[config.mk]
export PLATFORM = sky130hd
export DESIGN_NAME = sync_fifo_flags
export DESIGN_NICKNAME = d
export VERILOG_FILES = /design/src/rtl/sync_fifo_flags.sv
export SDC_FILE = /design/constraint.sdc
export NUM_CORES = 1
export LEC_CHECK = 0
export ABC_AREA = 1
export BUFFER_PORTS_ARGS = -buffer_cell sky130_fd_sc_hd__clkbuf_2
export CORE_UTILIZATION = 45
export DETAILED_ROUTE_END_ITERATION = 7
export PLACE_DENSITY = 0.6
export SYNTH_ARGS = -nofsm -noshare
export SYNTH_HDL_FRONTEND = slang
export SYNTH_SLANG_ARGS = --single-unit
export TNS_END_PERCENT = 20
[constraint.sdc]
create_clock -name clk -period 4.51 [get_ports clk]
set_clock_uncertainty 0.05 [all_clocks]
set_input_delay 0.2255 -clock clk [delete_from_list [all_inputs] [get_ports clk]]
set_output_delay 0.2255 -clock clk [all_outputs]
set_load 0.05 [all_outputs]
[src/rtl/sync_fifo_flags.sv]
// Single-clock FIFO with occupancy count, almost-full/almost-empty thresholds,
// sticky overflow/underflow flags and an optional first-word-fall-through read port.
module sync_fifo_flags #(
  parameter int DATA_W   = 8,
  parameter int DEPTH    = 16,
  parameter int AF_LEVEL = 12,
  parameter int AE_LEVEL = 4,
  parameter bit FWFT     = 1'b0
) (
  input  logic                       clk,
  input  logic                       rst,
  input  logic                       w_en,
  input  logic [DATA_W-1:0]          din,
  input  logic                       r_en,
  output logic [DATA_W-1:0]          dataout,
  output logic                       empty,
  output logic                       full,
  output logic                       almost_empty,
  output logic                       almost_full,
  output logic [$clog2(DEPTH):0]     count,
  output logic                       overflow,
  output logic                       underflow,
  input  logic                       err_clr
);

  localparam int AW = $clog2(DEPTH);
  localparam int CW = AW + 1;

  localparam logic [CW-1:0] DEPTH_CNT = CW'(DEPTH);
  localparam logic [CW-1:0] AF_CNT    = CW'(AF_LEVEL);
  localparam logic [CW-1:0] AE_CNT    = CW'(AE_LEVEL);

  logic [DATA_W-1:0] mem [DEPTH];
  logic [AW-1:0]     wr_ptr;
  logic [AW-1:0]     rd_ptr;
  logic [DATA_W-1:0] dout_q;
  logic              rd_ok;
  logic              wr_ok;
  logic [CW-1:0]     count_nxt;

  // Occupancy after one edge; the accept rules guarantee the result stays in 0..DEPTH.
  function automatic logic [CW-1:0] next_count(input logic [CW-1:0] cnt,
                                               input logic          inc,
                                               input logic          dec);
    logic [CW-1:0] res;
    res = cnt;
    if (inc && !dec) res = cnt + CW'(1);
    if (dec && !inc) res = cnt - CW'(1);
    return res;
  endfunction

  // A write into a full FIFO is legal only when a read frees a slot in the same cycle.
  assign rd_ok     = r_en & ~empty;
  assign wr_ok     = w_en & (~full | rd_ok);
  assign count_nxt = next_count(count, wr_ok, rd_ok);

  // Storage: written only on an accepted write, never reset.
  always_ff @(posedge clk) begin
    if (wr_ok) mem[wr_ptr] <= din;
  end

  // Pointers, occupancy and registered flags, all derived from the next count.
  always_ff @(posedge clk or negedge rst) begin
    if (!rst) begin
      wr_ptr       <= '0;
      rd_ptr       <= '0;
      count        <= '0;
      empty        <= 1'b1;
      full         <= 1'b0;
      almost_empty <= 1'b1;
      almost_full  <= 1'b0;
    end else begin
      if (wr_ok) wr_ptr <= wr_ptr + AW'(1);
      if (rd_ok) rd_ptr <= rd_ptr + AW'(1);
      count        <= count_nxt;
      empty        <= (count_nxt == '0);
      full         <= (count_nxt == DEPTH_CNT);
      almost_empty <= (count_nxt <= AE_CNT);
      almost_full  <= (count_nxt >= AF_CNT);
    end
  end

  // Sticky error flags; a new error in the same cycle beats err_clr.
  always_ff @(posedge clk or negedge rst) begin
    if (!rst) begin
      overflow  <= 1'b0;
      underflow <= 1'b0;
    end else begin
      overflow  <= (w_en & ~wr_ok) | (overflow  & ~err_clr);
      underflow <= (r_en & ~rd_ok) | (underflow & ~err_clr);
    end
  end

  // Holds the last popped word: the read register in standard mode,
  // the stable head value shown while empty in FWFT mode.
  always_ff @(posedge clk or negedge rst) begin
    if (!rst) begin
      dout_q <= '0;
    end else if (rd_ok) begin
      dout_q <= mem[rd_ptr];
    end
  end

  generate
    if (FWFT) begin : g_fwft
      assign dataout = empty ? dout_q : mem[rd_ptr];
    end else begin : g_std
      assign dataout = dout_q;
    end
  endgenerate

endmodule

Yosys cells after proc, flatten, opt, wreduce, memory -nomap -nowiden
Memory sizes are Yosys's and may differ from the RTL's. A register that Yosys moved wholly into a read port is not among the register bits.
Index checks and enable logic that the tools add are counted.
{"block": "word_totals", "regBits": 19, "mem_bits_rw": 128, "mem_count": 1}
{"memory": "mem", "words": 16, "word_bits": 8, "rd": 1, "rd_ports_with_merged_regs": 1, "write_ports": 1, "line_no": "33", "source": "logic [DATA_W-1:0] mem [DEPTH];"}
{"block": "classes", "add_sub_neg": 4, "order_cmp": 2, "eq_ne": 1, "muxes": 4, "bitwise": 14, "n_reduce_logical": 6}
{"cell": "5-bit 2-to-1 mux", "count": 2}
{"cell": "4-bit by 1-bit adder with 4-bit output, second input constant", "count": 2}
{"cell": "1-bit AND", "count": 6}
{"cell": "5-bit by 1-bit adder with 5-bit output, second input constant", "count": 1}
{"cell": "5-bit equality test, second input constant", "count": 1}
{"cell": "5-bit by 4-bit greater-or-equal comparator with 1-bit output, second input constant", "count": 1}
{"cell": "5-bit by 3-bit <= comparator with 1-bit output, second input constant", "count": 1}
{"cell": "5-bit zero test", "count": 1}
{"cell": "1-bit inverter", "count": 5}
{"cell": "5-bit by 1-bit subtractor with 5-bit output, second input constant", "count": 1}
{"cell": "1-bit zero test", "count": 3}
{"cell": "1-bit OR", "count": 3}
{"cell": "1-bit logical AND", "count": 2}
{"cell": "1-bit 2-to-1 mux", "count": 2}

Depth between registers and ports, before layout
Gate-level depths: netlist (run 1).
{"block": "logic_depth", "ltp_word": 8, "depth_mapped": 11}

Worst setup path before layout (run 1)
Ideal clock, no wire load.
{"block": "synth_path", "path_type": "register -> register", "start": "reg full", "end": "mem mem[11][0] (enable)", "setup_time_ns": 0.370, "arrival_time_ns": 1.421, "required_time_ns": 4.090, "path_slack_ns": 2.669, "path_stages_with_launch": 4, "synth_period_minus_slack_ns": 1.841, "cell_sequence": "dfrtp_1 > a21oi_4 > nand2_1 > nor2_1"}
{"block": "synth_between", "elab_chain_len": 5}
{"element": "from (decl)", "line_no": "17", "source": "output logic full,"}
{"element": "from (signal assigned)", "line_no": "77", "source": "full <= (count_nxt == DEPTH_CNT);"}
{"element": "1-bit inverter", "line_no": "54", "source": "assign wr_ok = w_en & (~full | rd_ok);"}
{"element": "1-bit OR", "line_no": "54"}
{"element": "1-bit AND", "line_no": "54"}
{"element": "1-bit 2-to-1 mux", "line_no": "59", "source": "if (wr_ok) mem[wr_ptr] <= din;"}
{"element": "1-bit 2-to-1 mux (implied by the code)", "line_no": "59"}
{"element": "to (decl)", "line_no": "33"}
Every way passes these cells.

==> results of run 1 <==
==> per-layer routing <==
layer  part of all wire [%]  up-vias  track usage (%)
met5                      0        -                0
met4                    2.1        0             9.15
met3                    5.0       25             5.07
met2                     46      106             31.8
met1                     47     2089             28.7
li1                       -     2068                -
==> cell type report <==
class                      count  area, um^2
tap                          180         225
inverter                      25        93.8
timing repair buffer          35         190
clock inverter                 5        73.8
multi-input combinational    386        1760
sequential                   155        4520
clock buffer                  27         556
fill                        1190        6620
==> stage by stage <==
step / std cells / setup WS (ns)
final: 813 / 2.23
after CTS: 813 / 2.20
after floorplan: 593 / 2.67
after global placement: 779 / 2.23
after global routing: 813 / 2.09
after detailed placement: 779 / 2.21
==> registers in the layout, indices dropped and copies added (netlist names) <==
name          cells
mem             128
dataout           8
count             5
rd_ptr            4
wr_ptr            4
almost_empty      1
almost_full       1
empty             1
full              1
overflow          1
underflow         1
==> repair_timing <==
item                                   in CTS  in global routing
resized for setup                           0                  0
hold buffers                                2                  0
endpoints found under the hold margin      27                  0
buffers inserted                            0                  0
==> report_power, final <==
part / internal, mW / switching, mW
sequential: 1.78 / 0.146
clock: 0.952 / 0.533
combinational: 0.460 / 1.30
total: 3.19 / 1.97
==> worst max-delay path: cells and delay by family, from the launching register on <==
kind	cells	cell delay, ns
flops	1	0.78
simple gates	6	0.65
buf+inv	1	0.70
==> cell usage in the layout, fill, tap and decap left out, drive strengths merged <==
master,count
nand2,228
edfxtp,128
nand3,107
clkbuf,58
dfrtp,25
nor2,24
inv,22
xor2,7
ha,7
clkinv,6
nand4,5
o21ai,5
dfstp,2
bufinv,2
dlygate4sd3,2
buf,2
a21oi,1
o32ai,1
o22ai,1
==> worst min-delay path by stage <==
stage | startpoint | end | slack (ns) | depth (start not counted)
final | r_en | underflow | 0.06 | 3
after global routing | r_en | underflow | 0.07 | 3
after CTS | r_en | underflow | 0.06 | 3
after detailed placement | rst | dataout[0] | 0.27 | 1
after global placement | rst | dataout[0] | 0.26 | 1
after floorplan | rst | almost_full | -0.12 | 0
==> kinds of logic (layout without fill, tap and decap cells) <==
| logic type | count (synthesis) | in the layout |
|---|---|---|
| simple gates | 364 | 364 |
| compound gates | 8 | 8 |
| buf+inv | 52 | 92 |
| flops | 155 | 155 |
| fa+ha+maj | 7 | 7 |
| xor+xnor | 7 | 7 |
==> metrics, run 1 <==
status complete, no violations; Reg2Reg Setup Slack 2.23 ns; share of layout cells above drive strength 1 around 13%; synth top area cells edfxtp_1 (59%), nand2_1 (13%), dfrtp_1 (9.6%); final core utilization 52.8%; fin crit share between 50% and 60%; fmax around 440 MHz; Clock Sinks ~160; Worst Path Arrival between 2 and 3 ns; Congestion Overflow GR 0; clock latency at the later pin of the worst-skew pair between 0.4 and 0.5 ns; Starting Density 46.5%; CTS Root Cell clkbuf_16; Slew @ Worst Pin between 1 and 1.5 ns; most common cell in the synthesized netlist nand2_1; Leak between 2 and 3 nW; setup violators final 0; Final Hold Viols 0; DRC viols 0; hold crit path type in -> reg; Initial DRC Count 262; PortBufs 31; Setup CP Type reg -> reg; Post-DP HPWL approximately 8.9 mm; Synth Area in Compound Gates 0.862%; Slowest-stage cell, CP dfrtp_1; ys flop type edfxtp_1; XOR/XNOR Fraction of Synth Area less than 1%; ANT nets after route 0; routed via count 4,288; vias in the first global route around 4,100; dominant combinational cell family by area after synthesis simple AND/OR/NAND/NOR gates; Max Slew Vio Count 0; critical-path cell list clkinv_1, nand3_1, nand2_1, nand2_1, nand2_1, nand2_1, nand2_1; startpoint types flip-flop; setup tns final 0 ns; H-Tree Depth 4; Synth cell types 27; Critical Path Sink dataout[0]; Die Ht 122 um; RePlAce Congestion about 0.82; slew margin rel. a little over a fifth; final WL about 14 mm; Adder-Cell Fraction of Synth Area between 1 and 1.5%; synth cell count leaders nand2_1 (223), edfxtp_1 (128), nand3_1 (105); Mapped Cells about 600; initial antenna violation count 0; syn_nets 613; syn avg cell area 11.0 um^2; fin nets 640; synthesized flop and latch total roughly 160; vias per inst 5.27; Yosys warning total 0; post-layout min period around 2.3 ns; RR Endpoint dataout[0]; CTS buffer count 17; core area about 14,000 um^2; Worst-path clk slew around 0.06 ns; R2R depth 7; global-route wire length before repair 22.6 mm; Post-synth EDFFs 128; Worst setup EP type flip-flop; peak supply drop roughly 290 uV; Synth area leader edfxtp_1; CTS tree yes; Row Count between 40 and 50; worst path required time 4.78 ns; Area growth syn-to-layout 13.6%; Pre-Repair DR Iteration Count 5; RSZ-0062 raised after global routing false; Max Cap Viol 0; crit-path max cell delay 0.78 ns; All-Layer GR Usage a little over a fifth; share of the synthesized area in the top cell type about 59%; cell mode on critical path nand2_1; simple-gate area share of the yosys netlist a little under a quarter; sequential element share of the synthesized area between 60% and 70%; worst hold slack about 0.06 ns; Final Cell Area ~7400 um^2; Post-Syn Area ~6500 um^2; pin count of the biggest net entering global routing 67; Die X between 100 and 150 um; CP Max Fanout 18; post-synthesis mux area share 0%; Reg2Reg Launch Point rd_ptr[2]; die footprint 15,000 um^2; n_diodes 0; asr flop ratio synth roughly 17%; num ports 32; overall power ~5.2 mW; clk buf depth 2; Setup crit start rd_ptr[2]; drt wl/cell between 15 and 20 um; placed instance area around 6800 um^2; Cell Pwr Density between 600 and 700 nW/um^2
Power figures use the tool's default switching activity.
==> run 2, diff against run 1 <==
ABC_AREA = 0   (was 1)
clock period = 2.1 ns   (was 4.51 ns; I/O delays follow)
==> run 2 against run 1 <==
  * Sequential share of layout area fell by 1.4 points
  * Via count is 18% lower
  * First-iteration DRC count shrank 26%
  * Clock-buffer cell count is 1 higher
  * Hold slack improved by 0.034 ns
  * Critical path depth down 2
  * Final area increased by 2.4%
  * Synthesized cell count fell by 30%
  * Critical path type unchanged
==> metrics, run 2 <==
Largest register FFs 128; final core utilization a little over half; fin crit share about 94%; delay-heaviest family, CP simple AND/OR/NAND/NOR gates; sequential element share of the synthesized area between 70% and 80%; n_diodes 0; most used routing layer met2; status complete, no violations; Cell Pwr Density roughly 1400 nW/um^2; most common cell in the synthesized netlist edfxtp_1; most frequent cells in the layout edfxtp_1 (128), mux2i_1 (64), nand2_1 (36), clkbuf_2 (31), dfrtp_1 (24); WP depth 5; Die Ht 121 um; Worst Path Arrival about 2.2 ns; CTS Root Cell clkbuf_16; CTS buffer count 17; startpoint types flip-flop; commonest non-fill, non-tap cell in the layout edfxtp_1; ys flop type edfxtp_1; Mapped Cells about 410; Max Cap Viol 0; Slew @ Worst Pin ~0.75 ns; Synth area leader edfxtp_1; slew margin rel. 50.2%; drt wl/cell 19.9 um; Post-Syn Area about 6300 um^2; Hold Path Cell Cnt 3; share of layout cells above drive strength 1 around 20%; Worst setup EP type flip-flop; Slowest-stage cell, CP dfstp_2; Setup WS pre-CTS around 0.086 ns; Final Hold Viols 0; Biggest register mem; setup violators final 0; pin count of the biggest net entering global routing 35; Starting Density 45.8%; crit-path max cell delay roughly 0.57 ns; synth top area cells edfxtp_1 (61%), mux2i_1 (10%), dfrtp_1 (9.9%); CTS tree yes; XOR/XNOR Fraction of Synth Area between 1 and 1.5%; post-layout min period 1.97 ns; M1 GR Usage around 25%; Leak approximately 2.8 nW; peak supply drop between 600 and 700 uV; syn_nets around 430; Pre-Repair DR Iteration Count 4; clock latency at the later pin of the worst-skew pair ~0.42 ns; placed instance area approximately 7000 um^2; Post-synth EDFFs 128; H-Tree Depth 4; Row Count 43; dominant combinational cell family by area after synthesis multiplexers; Post-Layout Cell Count approximately 660; Final Cell Area approximately 7600 um^2; syn avg cell area roughly 15 um^2; share of the synthesized area in the top cell type approximately 61%; placed cells a little over 600; fmax ~500 MHz; Initial DRC Count between 150 and 200; RSZ-0062 raised after global routing false; hold crit path type in -> reg; core area approximately 14,000 um^2; post-synthesis mux area share ~10%; Adder-Cell Fraction of Synth Area 1.38%; synthesized flop and latch total 155; CP Max Fanout 6; global-route wire length before repair approximately 20 mm; Die X approximately 120 um; R2R depth 5; Max Slew Vio Count 0; vias in the first global route 3,649; Setup CP Type reg -> reg; M2 GR Usage 32.5%; critical-path cell list and2b_2, nor4b_2, o21ai_0, and3_1, nor4_2; synth cell count leaders edfxtp_1 (128), mux2i_1 (64), nand2_1 (36); die footprint around 15,000 um^2; worst hold slack 0.0938 ns; overall power between 10 and 15 mW; setup tns final 0 ns; final WL roughly 13 mm; met3 GRT Util roughly 4.4%; ANT nets after route 0; Synth cell types 42; Reg2Reg Setup Slack ~0.13 ns; initial antenna violation count 0; num ports 32; Synth Area in Compound Gates ~4.6%; asr flop ratio synth around 17%; routed via count 3,511; Area growth syn-to-layout 19.8%; worst path bufs/invs 0; Clock Sinks about 160; vias per inst 5.33; All-Layer GR Usage between 15 and 20%; DRC viols 0; Congestion Overflow GR 0; Post-DP HPWL between 8 and 9 mm; clk buf depth 2; simple-gate area share of the yosys netlist a little under a tenth; worst path required time 2.36 ns; Yosys warning total 0; Worst-path clk slew 0.06 ns; RePlAce Congestion ~0.85; fin nets ~490; worst setup margin around 0.13 ns; PortBufs 31; setup bufs post-CTS 0
-- run 2: path summary, 6_finish.rpt --
check / startpoint / to
setup / recovery: empty / empty
hold / removal: w_en / count[1]
setup reg to reg: empty / empty
hold reg to reg: dataout[7] / dataout[7]
max in group asynchronous: rst / rd_ptr[1]
min in group asynchronous: rst / overflow
-- run 2: worst reg2reg max path, cell delays in order, from the launching register on --
cell and delay (ns):
dfstp_2 0.57, and2b_2 0.27, nor4b_2 0.31, o21ai_0 0.12, and3_1 0.25, nor4_2 0.29
-- run 2: timing repair --
action	CTS	global route
setup endpoints to repair	0	2
hold buffers	4	0
resized for setup	0	2
endpoints found under the hold margin	27	0
-- run 2: area by class of cell --
class,count,area [um^2]
Fill cell,1100,6230
Inverter,6,22.5
Timing Repair Buffer,57,498
Clock buffer,28,572
Sequential cell,155,4530
Clock inverter,4,45.0
Multi-Input combinational cell,229,1710
Tap cell,180,225
-- run 2: logic make-up (layout without fill, tap and decap cells) --
family | after synthesis | in the layout
DFF | 155 | 155
AOI/OAI and AO/OA | 45 | 45
adders and majority gates | 7 | 7
xor gates and xnor gates | 9 | 9
and+or+nand+nor | 104 | 104
buffers and inverters | 29 | 95
muxes | 64 | 64
-- run 2: report_power, final --
part / switching (mW) / total (mW) / internal, mW
Clock: 1.13 / 3.10 / 1.97
Sequential: 0.448 / 4.30 / 3.85
Combinational: 2.17 / 3.43 / 1.26
Total: 3.74 / 10.8 / 7.08
-- run 2: per-layer routing --
layer,part of all wire [%],wire (um),up-vias
met5,0,0,-
met4,1.1,139,0
met3,3.5,464,8
met2,50,6580,61
met1,45,5950,1763
li1,-,-,1679
